**src/rtl/rca_pkg.sv**
```systemverilog
// Shared definitions for the nibble-serial adder: FSM states, slice width
// and the nibble index sizing helper.
package rca_pkg;

  typedef enum logic [1:0] {
    IDLE = 2'd0,
    ADD  = 2'd1,
    DONE = 2'd2
  } state_t;

  localparam int unsigned NIBBLE_W = 4;

  function automatic int unsigned idx_width(input int unsigned nib);
    return (nib > 1) ? int'($clog2(nib)) : 1;
  endfunction

endpackage

```
**src/rtl/rca4.sv**
```systemverilog
// Combinational 4-bit ripple-carry slice.
module rca4 (
  input  logic [3:0] a,
  input  logic [3:0] b,
  input  logic       ci,
  output logic [3:0] s,
  output logic       co
);

  logic [4:0] c;

  always_comb begin
    c    = '0;
    s    = '0;
    c[0] = ci;
    for (int unsigned i = 0; i < 4; i++) begin
      s[i]   = a[i] ^ b[i] ^ c[i];
      c[i+1] = (a[i] & b[i]) | (c[i] & (a[i] ^ b[i]));
    end
    co = c[4];
  end

endmodule

```
**src/rtl/rca4_serial_ctrl.sv**
```systemverilog
// Wide adder built by stepping one rca4 slice across the operands, one
// nibble per clock, with valid/ready handshakes on both sides.
module rca4_serial_ctrl
  import rca_pkg::*;
#(
  parameter int unsigned WIDTH = 16
) (
  input  logic             clk,
  input  logic             rst,
  input  logic             in_valid,
  output logic             in_ready,
  input  logic [WIDTH-1:0] a,
  input  logic [WIDTH-1:0] b,
  input  logic             ci,
  output logic             out_valid,
  input  logic             out_ready,
  output logic [WIDTH-1:0] sum,
  output logic             co,
  output logic             ovf,
  output logic             busy
);

  localparam int unsigned NIB = WIDTH / NIBBLE_W;
  localparam int unsigned IW  = idx_width(NIB);

  state_t              state;
  logic [WIDTH-1:0]    a_r;
  logic [WIDTH-1:0]    b_r;
  logic                carry_r;
  logic [IW-1:0]       idx;
  logic [NIBBLE_W-1:0] sl_a;
  logic [NIBBLE_W-1:0] sl_b;
  logic [NIBBLE_W-1:0] sl_s;
  logic                sl_co;
  logic                accept;
  logic                last;

  assign in_ready  = (state == IDLE) || ((state == DONE) && out_ready);
  assign accept    = in_valid && in_ready;
  assign out_valid = (state == DONE);
  assign busy      = (state == ADD);
  assign last      = (idx == IW'(NIB - 1));

  always_comb begin
    sl_a = '0;
    sl_b = '0;
    for (int unsigned i = 0; i < NIB; i++) begin
      if (idx == IW'(i)) begin
        sl_a = a_r[i*NIBBLE_W +: NIBBLE_W];
        sl_b = b_r[i*NIBBLE_W +: NIBBLE_W];
      end
    end
  end

  rca4 u_slice (
    .a  (sl_a),
    .b  (sl_b),
    .ci (carry_r),
    .s  (sl_s),
    .co (sl_co)
  );

  always_ff @(posedge clk or posedge rst) begin
    if (rst) begin
      state   <= IDLE;
      a_r     <= '0;
      b_r     <= '0;
      carry_r <= 1'b0;
      idx     <= '0;
      sum     <= '0;
      co      <= 1'b0;
      ovf     <= 1'b0;
    end else begin
      case (state)
        ADD: begin
          for (int unsigned i = 0; i < NIB; i++) begin
            if (idx == IW'(i)) sum[i*NIBBLE_W +: NIBBLE_W] <= sl_s;
          end
          carry_r <= sl_co;
          if (last) begin
            state <= DONE;
            co    <= sl_co;
            // sign of the result comes straight from the slice, not the sum register
            ovf   <= (a_r[WIDTH-1] == b_r[WIDTH-1]) && (sl_s[NIBBLE_W-1] != a_r[WIDTH-1]);
          end else begin
            idx <= idx + 1'b1;
          end
        end
        IDLE, DONE: begin
          if (accept) begin
            a_r     <= a;
            b_r     <= b;
            carry_r <= ci;
            idx     <= '0;
            sum     <= '0;
            state   <= ADD;
          end else if ((state == DONE) && out_ready) begin
            state <= IDLE;
          end
        end
        default: state <= IDLE;
      endcase
    end
  end

endmodule
```
**config.mk**
```make
export PLATFORM = sky130hd
export DESIGN_NAME = rca4_serial_ctrl
export DESIGN_NICKNAME = d
export VERILOG_FILES = /design/src/rtl/rca_pkg.sv /design/src/rtl/rca4.sv /design/src/rtl/rca4_serial_ctrl.sv
export SDC_FILE = /design/constraint.sdc
export NUM_CORES = 1
export LEC_CHECK = 0
export CELL_PAD_IN_SITES_DETAIL_PLACEMENT = 0
export CELL_PAD_IN_SITES_GLOBAL_PLACEMENT = 1
export CORE_MARGIN = 8
export CORE_UTILIZATION = 43
export CTS_CLUSTER_DIAMETER = 80
export CTS_CLUSTER_SIZE = 16
export DETAILED_ROUTE_END_ITERATION = 6
export GPL_TIMING_DRIVEN = 0
export PLACE_DENSITY = 0.87
export SLEW_MARGIN = 30
export SYNTH_ARGS = -nofsm -noshare
export SYNTH_HDL_FRONTEND = slang
export SYNTH_SLANG_ARGS = --single-unit
```
**constraint.sdc**
```tcl
create_clock -name clk -period 5.4 [get_ports clk]
set_input_delay 0.54 -clock clk [delete_from_list [all_inputs] [get_ports clk]]
set_output_delay 0.54 -clock clk [all_outputs]
set_load 0.01 [all_outputs]
```
Yosys cells after proc, flatten, opt, wreduce, memory -nomap -nowiden

Index checks and enable logic that the tools add are counted.

Flip-flop bits (word level): 55
Bits of input ports: 37
Output and inout bits: 21
Logic and storage cells: 86

Add/subtract/negate cells: 1
Equal/unequal tests: 14
Mux-type cells: 23
Bitwise operators: 20
Reduce and logical (&&, ||, !) cells: 17

Operators with widths:

| cell                                                | count |
|---|---|
| 2-to-1 mux 4 bit                                    | 12 |
| case mux 16 bit (2 select lines)                    | 1 |
| 2-to-1 mux 16 bit                                   | 1 |
| AND reduction 3 bit                                 | 5 |
| 2-to-1 mux 2 bit                                    | 5 |
| AND 1 bit                                           | 8 |
| != test 2 x 1 -> 1 bit, second input constant       | 4 |
| case mux 2 bit (2 select lines)                     | 2 |
| AND reduction 2 bit                                 | 4 |
| XOR 1 bit                                           | 8 |
| equality test 2 bit, second input constant          | 3 |
| equality test 2 x 1 -> 1 bit, second input constant | 2 |
| logical NOT 2 bit                                   | 2 |
| != test 2 bit, second input constant                | 2 |
| OR 1 bit                                            | 4 |
| logical AND 1 bit                                   | 3 |
| != test 3 bit, second input constant                | 1 |
| adder 2 x 1 -> 2 bit, second input constant         | 1 |
| case mux 1 bit (2 select lines)                     | 1 |
| nonzero test 2 bit                                  | 1 |
| OR reduction 2 bit                                  | 1 |
| equality test 1 bit                                 | 1 |
| logical OR 1 bit                                    | 1 |
| 2-to-1 mux 1 bit                                    | 1 |
| != test 1 bit                                       | 1 |

Logic depth before layout (Yosys ltp)

Gate-level depths: netlist of the first run.

Depth in word-level cells: 15
Mapped depth: 14
Depth with buffers taken out: 13

Hierarchy

Synthesis of the first run repeated with hierarchy kept, for this count alone.

Cell total of the unflattened synthesis: 223
Area, all modules: 2642.5 µm²

Modules (own cells, without submodules):

| module           | times used | cells each | area an instance (µm²) |
|---|---|---|---|
| rca4_serial_ctrl | 1          | 209        | 2524.9 |
| rca4             | 1          | 14         | 117.6 |

Least setup slack after synthesis of the first run

No wires, ideal clock.

Path type: register -> register
Start: reg idx[1]
End: reg ovf
Setup time: 0.082 ns
Arrival time: 3.186 ns
Data required time: 5.318 ns
Slack: 2.132 ns
Cell stages (with the launch flop): 15
Path buffers: 2
Path through: dfrtp_1 inv_1 ha_1 clkbuf_1 clkbuf_1 o21ai_0 a22o_1 fa_1 inv_1 fa_1 inv_1 fa_1 fa_1 nand3b_1 a31oi_1

Word-level cells in the longest chain between the ends: 15
Elaborated cells on any way between the ends: 29
Those cells by class: 4 x eq/ne; 8 x mux; 14 x bitwise; 3 x reduce/logical

Ends and longest elaborated chain:

| what                          | line                   | text |
|---|---|---|
| start, declared               | rca4_serial_ctrl.sv:30 | `logic [IW-1:0] idx;` |
| start signal, assigned        | rca4_serial_ctrl.sv:86 | `idx <= idx + 1'b1;` |
| logical NOT 2 bit             | rca4_serial_ctrl.sv:48 | `if (idx == IW'(i)) begin` |
| 2-to-1 mux 4 bit (4 in a row) | rca4_serial_ctrl.sv:48 |  |
| XOR 1 bit                     | rca4.sv:18             | `c[i+1] = (a[i] & b[i]) \| (c[i] & (a[i] ^ b[i]));` |
| AND 1 bit                     | rca4.sv:18             |  |
| OR 1 bit                      | rca4.sv:18             |  |
| AND 1 bit                     | rca4.sv:18             |  |
| OR 1 bit                      | rca4.sv:18             |  |
| AND 1 bit                     | rca4.sv:18             |  |
| OR 1 bit                      | rca4.sv:18             |  |
| XOR 1 bit                     | rca4.sv:17             | `s[i] = a[i] ^ b[i] ^ c[i];` |
| != test 1 bit                 | rca4_serial_ctrl.sv:84 | `ovf <= (a_r[WIDTH-1] == b_r[WIDTH-1]) && (sl_s[NIBBLE_W-1] != a_r[WIDTH-1]);` |
| logical AND 1 bit             | rca4_serial_ctrl.sv:84 |  |
| end signal, assigned          | rca4_serial_ctrl.sv:84 |  |
| end, declared                 | rca4_serial_ctrl.sv:19 | `output logic ovf,` |

Parallel ways exist; a longest one is shown, timed or not.
A chain may end at the register's enable or synchronous reset.

Worst setup path after layout of the first run

Ends and elaborated chain as after synthesis.

==> qor.yml, run 1 <==
clock_tree:
  ctsResizeCount: 0
  cts_hold_buf: 0
  insertion_delay_ns: 0.30
  tritoncts.num_buffers: 5
  tritoncts_clock_tree: "done"
  cts_max_path_buffers: 2
  cts-root-buf: "clkbuf_8"
  cts_h_tree_depth: 2
  post_cts_buffers: 0
  clkSinkCount: 55
  clk_pin_slew_ns: 0.09
hold_path:
  worst_hold_path_type: "register to register"
status:
  outcome: "complete, no violations"
synth:
  ys_types: 35
  synth_top_area_share_pct: 51.7
  synth_seq_area_share_pct: 51.7
  yosys_warnings: 0
  ys_seq_elements: 55
  synth_cells: 220
  synthesis.area_per_instance_um2: 12.1
  ys_top_cells_by_area: "dfrtp_1 52%, mux2_4 11%, a22o_1 7.2%"
  synthDominantAreaCellType: "dfrtp_1"
  post_synth_instance_area_um2: 2660
  mappedNetlistNets: 265
final_layout:
  final_util_pct: 57.9
  insertedDiodeCount: 0
  proportion_of_layout_cells_with_a_drive_suffix_above_1_pct: 16.8
  stdcell_count: 361
  area_growth_syn_to_layout_pct: 29.6
  finalNetCount: 330
pwr:
  vdd_drop_max_mv: 0.285
  power_density_nw_per_um2: 642
  static-leakage-power_uw: 0.00155
timing:
  setup_viol_count_final: 0
  achievable-frequency_mhz: 267
  skew_ns: 0.00766
  relSlewSlack_pct: 68.6
  finalWorstSetupSlack_ns: 1.66
  timing_hold_violations_final: 0
  fin_tns_setup_ns: 0
  post-route-period-util_pct: 69.3
  unrepaired_setup_endpoints_after_global_routing: "false"
  layout_min_cycle_time_ns: 3.74
  max_slew.worst_pin.slew_ns: 0.471
  drv_slew: 0
grt:
  grt_pass1_wl_um: 9660
  pin_count_of_the_biggest_net_entering_global_routing: 35
  met1_usage_in_global_routing_pct: 18.2
  antenna_found_initial: 0
  first_global_vias: 1950
  busiest_layer: "met2"
  grt_util_met3_pct: 3.41
  grtUsageTotal_pct: 13.9
  grt_util_met2_pct: 22.3
  globalRouteOverflowTotal: 0
placed_design:
  hpwl_um: 4650
  globalplace.congestion: 0.822
  dp_slack_ns: 1.62
  io_buffers: 57
  place_inst: 353
floorplanning:
  die-width_um: 94.7
  row_count: 28
  die_area_um2: 8960
  coreArea_um2: 5960
  dieHeight_um: 94.7
  ios: 58
  initial_cell_density_of_the_core_pct: 44.7
setup_path:
  path_class: "register to register"
  signal_arrival_time_at_the_worst_endpoint_ns: 3.96
  critPathLaunchType: "register"
  timing.critical_path.to_type: "register"
  critical_path_required_ns: 5.62
  critical_path.max_fanout: 10
detailed_routing:
  drt_first_pass_iters: 4
  viasPerCell: 5.06
  drt.antenna.violating_nets: 0
  vias: 1825
  detail_route.iter0.violations: 78
  route.detailed.wl_per_inst_um: 16.4
  route.final.wire_length_um: 5900
  drc_errors: 0
flow_run:
  maximum_capacitance_violations: 0
==> where the power goes <==
part	total [µW]	internal, µW	switching (µW)
logic	1260	625	632
clock network	237	117	120
registers	719	603	116
total	2210	1340	868
==> registers in the layout (all words and copies together), names as in the netlist <==
signal,flops
idx,2
ovf,1
carry_r,1
b_r,16
a_r,16
state,2
sum,16
co,1
==> cell usage after synthesis, drive strengths merged <==
| master | count |
|---|---|
| nand2 | 9 |
| mux2i | 1 |
| a22o | 22 |
| dfrtp | 55 |
| nor3 | 1 |
| nand2b | 1 |
| o22ai | 1 |
| nand3b | 1 |
| ha | 4 |
| inv | 17 |
| a211oi | 1 |
| a21oi | 20 |
| o21bai | 1 |
| clkbuf | 5 |
| and3b | 4 |
| or2b | 1 |
| or3b | 1 |
| a31oi | 1 |
| a221oi | 1 |
| o21ai | 17 |
| buf | 9 |
| and2b | 2 |
| nor2 | 5 |
| nor2b | 1 |
| a22oi | 2 |
| mux2 | 25 |
| nand3 | 8 |
| fa | 4 |
==> layer usage <==
layer | wire length (µm) | vias up
met5 | 0 | -
met4 | 45 | 0
met3 | 353 | 6
met2 | 2750 | 56
met1 | 2750 | 860
li1 | - | 903
==> stage by stage <==
stage / cell area [µm²] / power [µW] / hold slack, ns
global route: 3450 / 2380 / 0.528
finish: 3450 / 2210 / 0.504
detailed placement: 3350 / 1990 / 0.488
floorplan: 2660 / 1570 / 0.480
global placement: 3330 / 1970 / 0.485
CTS: 3450 / 2230 / 0.507
==> layout make-up <==
cell class | count | area, µm²
Fill cell | 535 | 2510
Sequential cell | 55 | 1380
Multi-Input combinational cell | 134 | 1130
Timing Repair Buffer | 58 | 591
Clock buffer | 8 | 100
Tap cell | 75 | 93.8
Buffer | 14 | 90.1
Inverter | 17 | 66.3
==> worst max-delay path, stage by stage (launching register included) <==
cell and delay (ns):
dfrtp_1 0.41, inv_1 0.10, ha_1 0.15, clkbuf_1 0.31, clkbuf_1 0.32, o21ai_0 0.16, a22o_1 0.21, fa_1 0.38
inv_1 0.07, fa_1 0.15, inv_1 0.05, fa_1 0.38, fa_1 0.57, nand3b_1 0.21, a31oi_1 0.18
==> placed cells by master, fill, tap and decap left out, types with 2 or more instances in the layout <==
cell type and count:
a22o_1 22, nor2_1 4, clkdlybuf4s50_1 57, clkbuf_8 7, ha_1 4, o21ai_0 16, dfrtp_1 55, buf_8 2
fa_1 4, nand2_1 9, mux2_2 5, nand3_1 8, buf_2 6, clkbuf_1 6, and3b_1 4, a21oi_1 19
mux2_4 20, a22oi_1 2, inv_1 16
==> logic make-up (layout without fill, tap and decap cells) <==
kind of cell             count (synthesis)  in the layout  share of synthesized area (%)
AO/OA/AOI/OAI                           66             66                           16.4
AND/OR/NAND/NOR                         34             34                           7.43
multiplexers                            26             26                           13.8
flip-flops                              55             55                           51.7
buffers and inverters                   31             97                           5.78
adder cells (fa/ha/maj)                  8              8                           4.89
==> worst paths after layout <==
| path | from | endpoint | slack, ns | cells past startpoint |
|---|---|---|---|---|
| max | idx[1]$_DFFE_PP0P_ | ovf$_DFFE_PP0P_ | 1.66 | 14 |
| min | sum[6]$_DFFE_PP0P_ | sum[6]$_DFFE_PP0P_ | 0.50 | 1 |
| max reg2reg | idx[1]$_DFFE_PP0P_ | ovf$_DFFE_PP0P_ | 1.66 | 14 |
| min reg2reg | sum[6]$_DFFE_PP0P_ | sum[6]$_DFFE_PP0P_ | 0.50 | 1 |
| max in group asynchronous | rst | b_r[14]$_DFFE_PP0P_ | 4.41 | 3 |
| min in group asynchronous | rst | sum[4]$_DFFE_PP0P_ | 0.53 | 2 |
No activity file was read; power rests on OpenSTA's default activity.
==> run 2, diff against run 1 <==
--- a/config.mk
+++ b/config.mk
@@ -8,12 +8,12 @@
 export CELL_PAD_IN_SITES_DETAIL_PLACEMENT = 0
 export CELL_PAD_IN_SITES_GLOBAL_PLACEMENT = 1
 export CORE_MARGIN = 8
-export CORE_UTILIZATION = 43
+export CORE_UTILIZATION = 40
 export CTS_CLUSTER_DIAMETER = 80
 export CTS_CLUSTER_SIZE = 16
 export DETAILED_ROUTE_END_ITERATION = 6
 export GPL_TIMING_DRIVEN = 0
-export PLACE_DENSITY = 0.87
+export PLACE_DENSITY = 0.82
 export SLEW_MARGIN = 30
 export SYNTH_ARGS = -nofsm -noshare
 export SYNTH_HDL_FRONTEND = slang
==> constraint.sdc (replaced) <==
create_clock -name clk -period 3.67 [get_ports clk]
set_input_delay 0.367 -clock clk [delete_from_list [all_inputs] [get_ports clk]]
set_output_delay 0.367 -clock clk [all_outputs]
set_load 0.01 [all_outputs]
==> qor.yml, run 2 (synthesis results as in run 1) <==
clock_tree:
  clk_pin_slew_ns: 0.10  # about the same
  cts_h_tree_depth: 2  # unchanged
  insertion_delay_ns: 0.31  # about the same
  cts-root-buf: "clkbuf_8"
  cts_max_path_buffers: 2  # unchanged
  clkSinkCount: 55  # unchanged
  tritoncts_clock_tree: "done"
  post_cts_buffers: 0  # unchanged
  tritoncts.num_buffers: 5  # unchanged
timing:
  unrepaired_setup_endpoints_after_global_routing: "false"
  post-route-period-util_pct: 94.0  # +25 points
  layout_min_cycle_time_ns: 3.45  # -0.289 ns
  relSlewSlack_pct: 67.1  # -1.5 points
  setup_viol_count_final: 0  # unchanged
  max_slew.worst_pin.slew_ns: 0.493  # +0.0221 ns
  skew_ns: 0.0121  # +0.00442 ns
  fin_tns_setup_ns: 0  # unchanged
  achievable-frequency_mhz: 290  # +8.4%
  hold-worst-slack_ns: 0.350  # -0.154 ns
  drv_slew: 0  # unchanged
  timing_hold_violations_final: 0  # unchanged
detailed_routing:
  route.detailed.wl_per_inst_um: 16.9  # +3.3%
  vias: 1850  # +1.4%
  viasPerCell: 5.15  # +1.9%
  drc_errors: 0  # unchanged
  drt.antenna.violating_nets: 0  # unchanged
  drt_first_pass_iters: 4  # unchanged
  route.final.wire_length_um: 6060  # +2.7%
  detail_route.iter0.violations: 106  # +36%
setup_path:
  cp_top_family: "adder cells"
  timing.critical_path.to_type: "register"
  critical_path_required_ns: 3.89  # -1.73 ns
  cpMostUsedCell: "fa_1"
  cpPeakStageDelay_ns: 0.57  # about the same
  critical_path.n_buffers_inverters: 4  # -1
  crit_path_cell_trace: "inv_1, ha_2, buf_2, a21oi_1, a22o_1, fa_1, inv_1, fa_1, inv_1, fa_1, fa_1, nand3b_1, a31oi_1"
  critPathLaunchType: "register"
  path_class: "register to register"
  critical_path.max_fanout: 10  # unchanged
  signal_arrival_time_at_the_worst_endpoint_ns: 3.67  # -0.29 ns
  cpMaxStageDelayCell: "fa_1"
final_layout:
  area_growth_syn_to_layout_pct: 28.7
  layout_common_cells: "57 x clkdlybuf4s50_1, 55 x dfrtp_1, 22 x a22o_1"
  finalNetCount: 328  # -0.61%
  reg.largest.list: "a_r: 16 flops, b_r: 16 flops, sum: 16 flops"
  layout_commonest_cell: "clkdlybuf4s50_1"
  proportion_of_layout_cells_with_a_drive_suffix_above_1_pct: 17.7  # +0.95 points
  insertedDiodeCount: 0  # unchanged
floorplanning:
  dieHeight_um: 97.6  # +3.1%
  coreArea_um2: 6390  # +7.2%
  ios: 58  # unchanged
  die-width_um: 97.6  # +3.1%
  die_area_um2: 9520  # +6.2%
  initial_cell_density_of_the_core_pct: 41.7  # -3.0 points
  row_count: 29  # +3.6%
pwr:
  static-leakage-power_uw: 0.00153  # -1.1%
  vdd_drop_max_mv: 0.557  # +95%
  power_density_nw_per_um2: 949  # +48%
flow_run:
  maximum_capacitance_violations: 0  # unchanged
hold_path:
  worst_hold_path_type: "input port to async pin"
grt:
  grtUsageTotal_pct: 13.1  # -0.78 points
  first_global_vias: 2039  # +4.6%
  grt_pass1_wl_um: 10300  # +6.3%
  antenna_found_initial: 0  # unchanged
  globalRouteOverflowTotal: 0  # unchanged
  pin_count_of_the_biggest_net_entering_global_routing: 36  # +2.9%
status:
  outcome: "complete, no violations"
placed_design:
  io_buffers: 57  # unchanged
  hpwl_um: 4670  # +0.56%
  globalplace.congestion: 0.818  # -0.54%
## run 2: cell types whose count changed in the layout (fill, tap and decap cells not counted), sizes merged
cell | before | now
clkinvlp | 0 | 1
clkbuf | 13 | 8
## run 2: path summary, 6_finish.rpt
kind | startpoint | endpoint | slack [ns] | cells past startpoint
setup / recovery | idx[0]$_DFFE_PP0P_ | ovf$_DFFE_PP0P_ | 0.22 | 13
hold / removal | rst | sum[7]$_DFFE_PP0P_ | 0.35 | 2
setup reg to reg | idx[0]$_DFFE_PP0P_ | ovf$_DFFE_PP0P_ | 0.22 | 13
hold reg to reg | sum[5]$_DFFE_PP0P_ | sum[5]$_DFFE_PP0P_ | 0.51 | 1
max in group asynchronous | rst | b_r[7]$_DFFE_PP0P_ | 2.84 | 3
min in group clk | sum[5]$_DFFE_PP0P_ | sum[5]$_DFFE_PP0P_ | 0.51 | 1
## run 2: per-layer routing
| metal | vias up | wire length (µm) | track usage, % |
|---|---|---|---|
| met5 | - | 0 | 0 |
| met4 | 0 | 40 | 2.45 |
| met2 | 45 | 2840 | 21.5 |
| li1 | 902 | - | - |
| met3 | 5 | 292 | 4.13 |
| met1 | 898 | 2890 | 16.5 |
## run 2: area by class of cell
cell class	instances	area [µm²]
plain buffers	12	83.8
clock inverters	1	7.51
flip-flops and latches	55	1380
inverters	17	66.3
multi-input cells	134	1140
repair buffers	58	591
fillers	559	2960
clock buffers	5	68.8
well taps	77	96.3
## run 2: what timing repair did
action / CTS / global route
endpoints found under the setup margin: 1 / 5
gates resized for setup: 1 / 2
hold buffers: 0 / 0
hold endpoints to repair: 0 / 0
## run 2: stage by stage
stage	power (µW)	worst slack [ns]	area [µm²]	util, %	cells
5_1_grt	3500	0.0140	3430	53.6	359
3_5_place_dp	2960	-0.0540	3350	52.5	355
4_1_cts	3280	0.0347	3420	53.6	360
6_report	3250	0.220	3430	53.6	359
2_1_floorplan	2310	0.402	2660	-	220
3_3_place_gp	2910	-0.0243	3330	52.1	354
## run 2: where the power goes
group          switching [µW]  internal, µW
registers                 166           886
clock network             192           127
logic                     948           930
total                    1310          1940
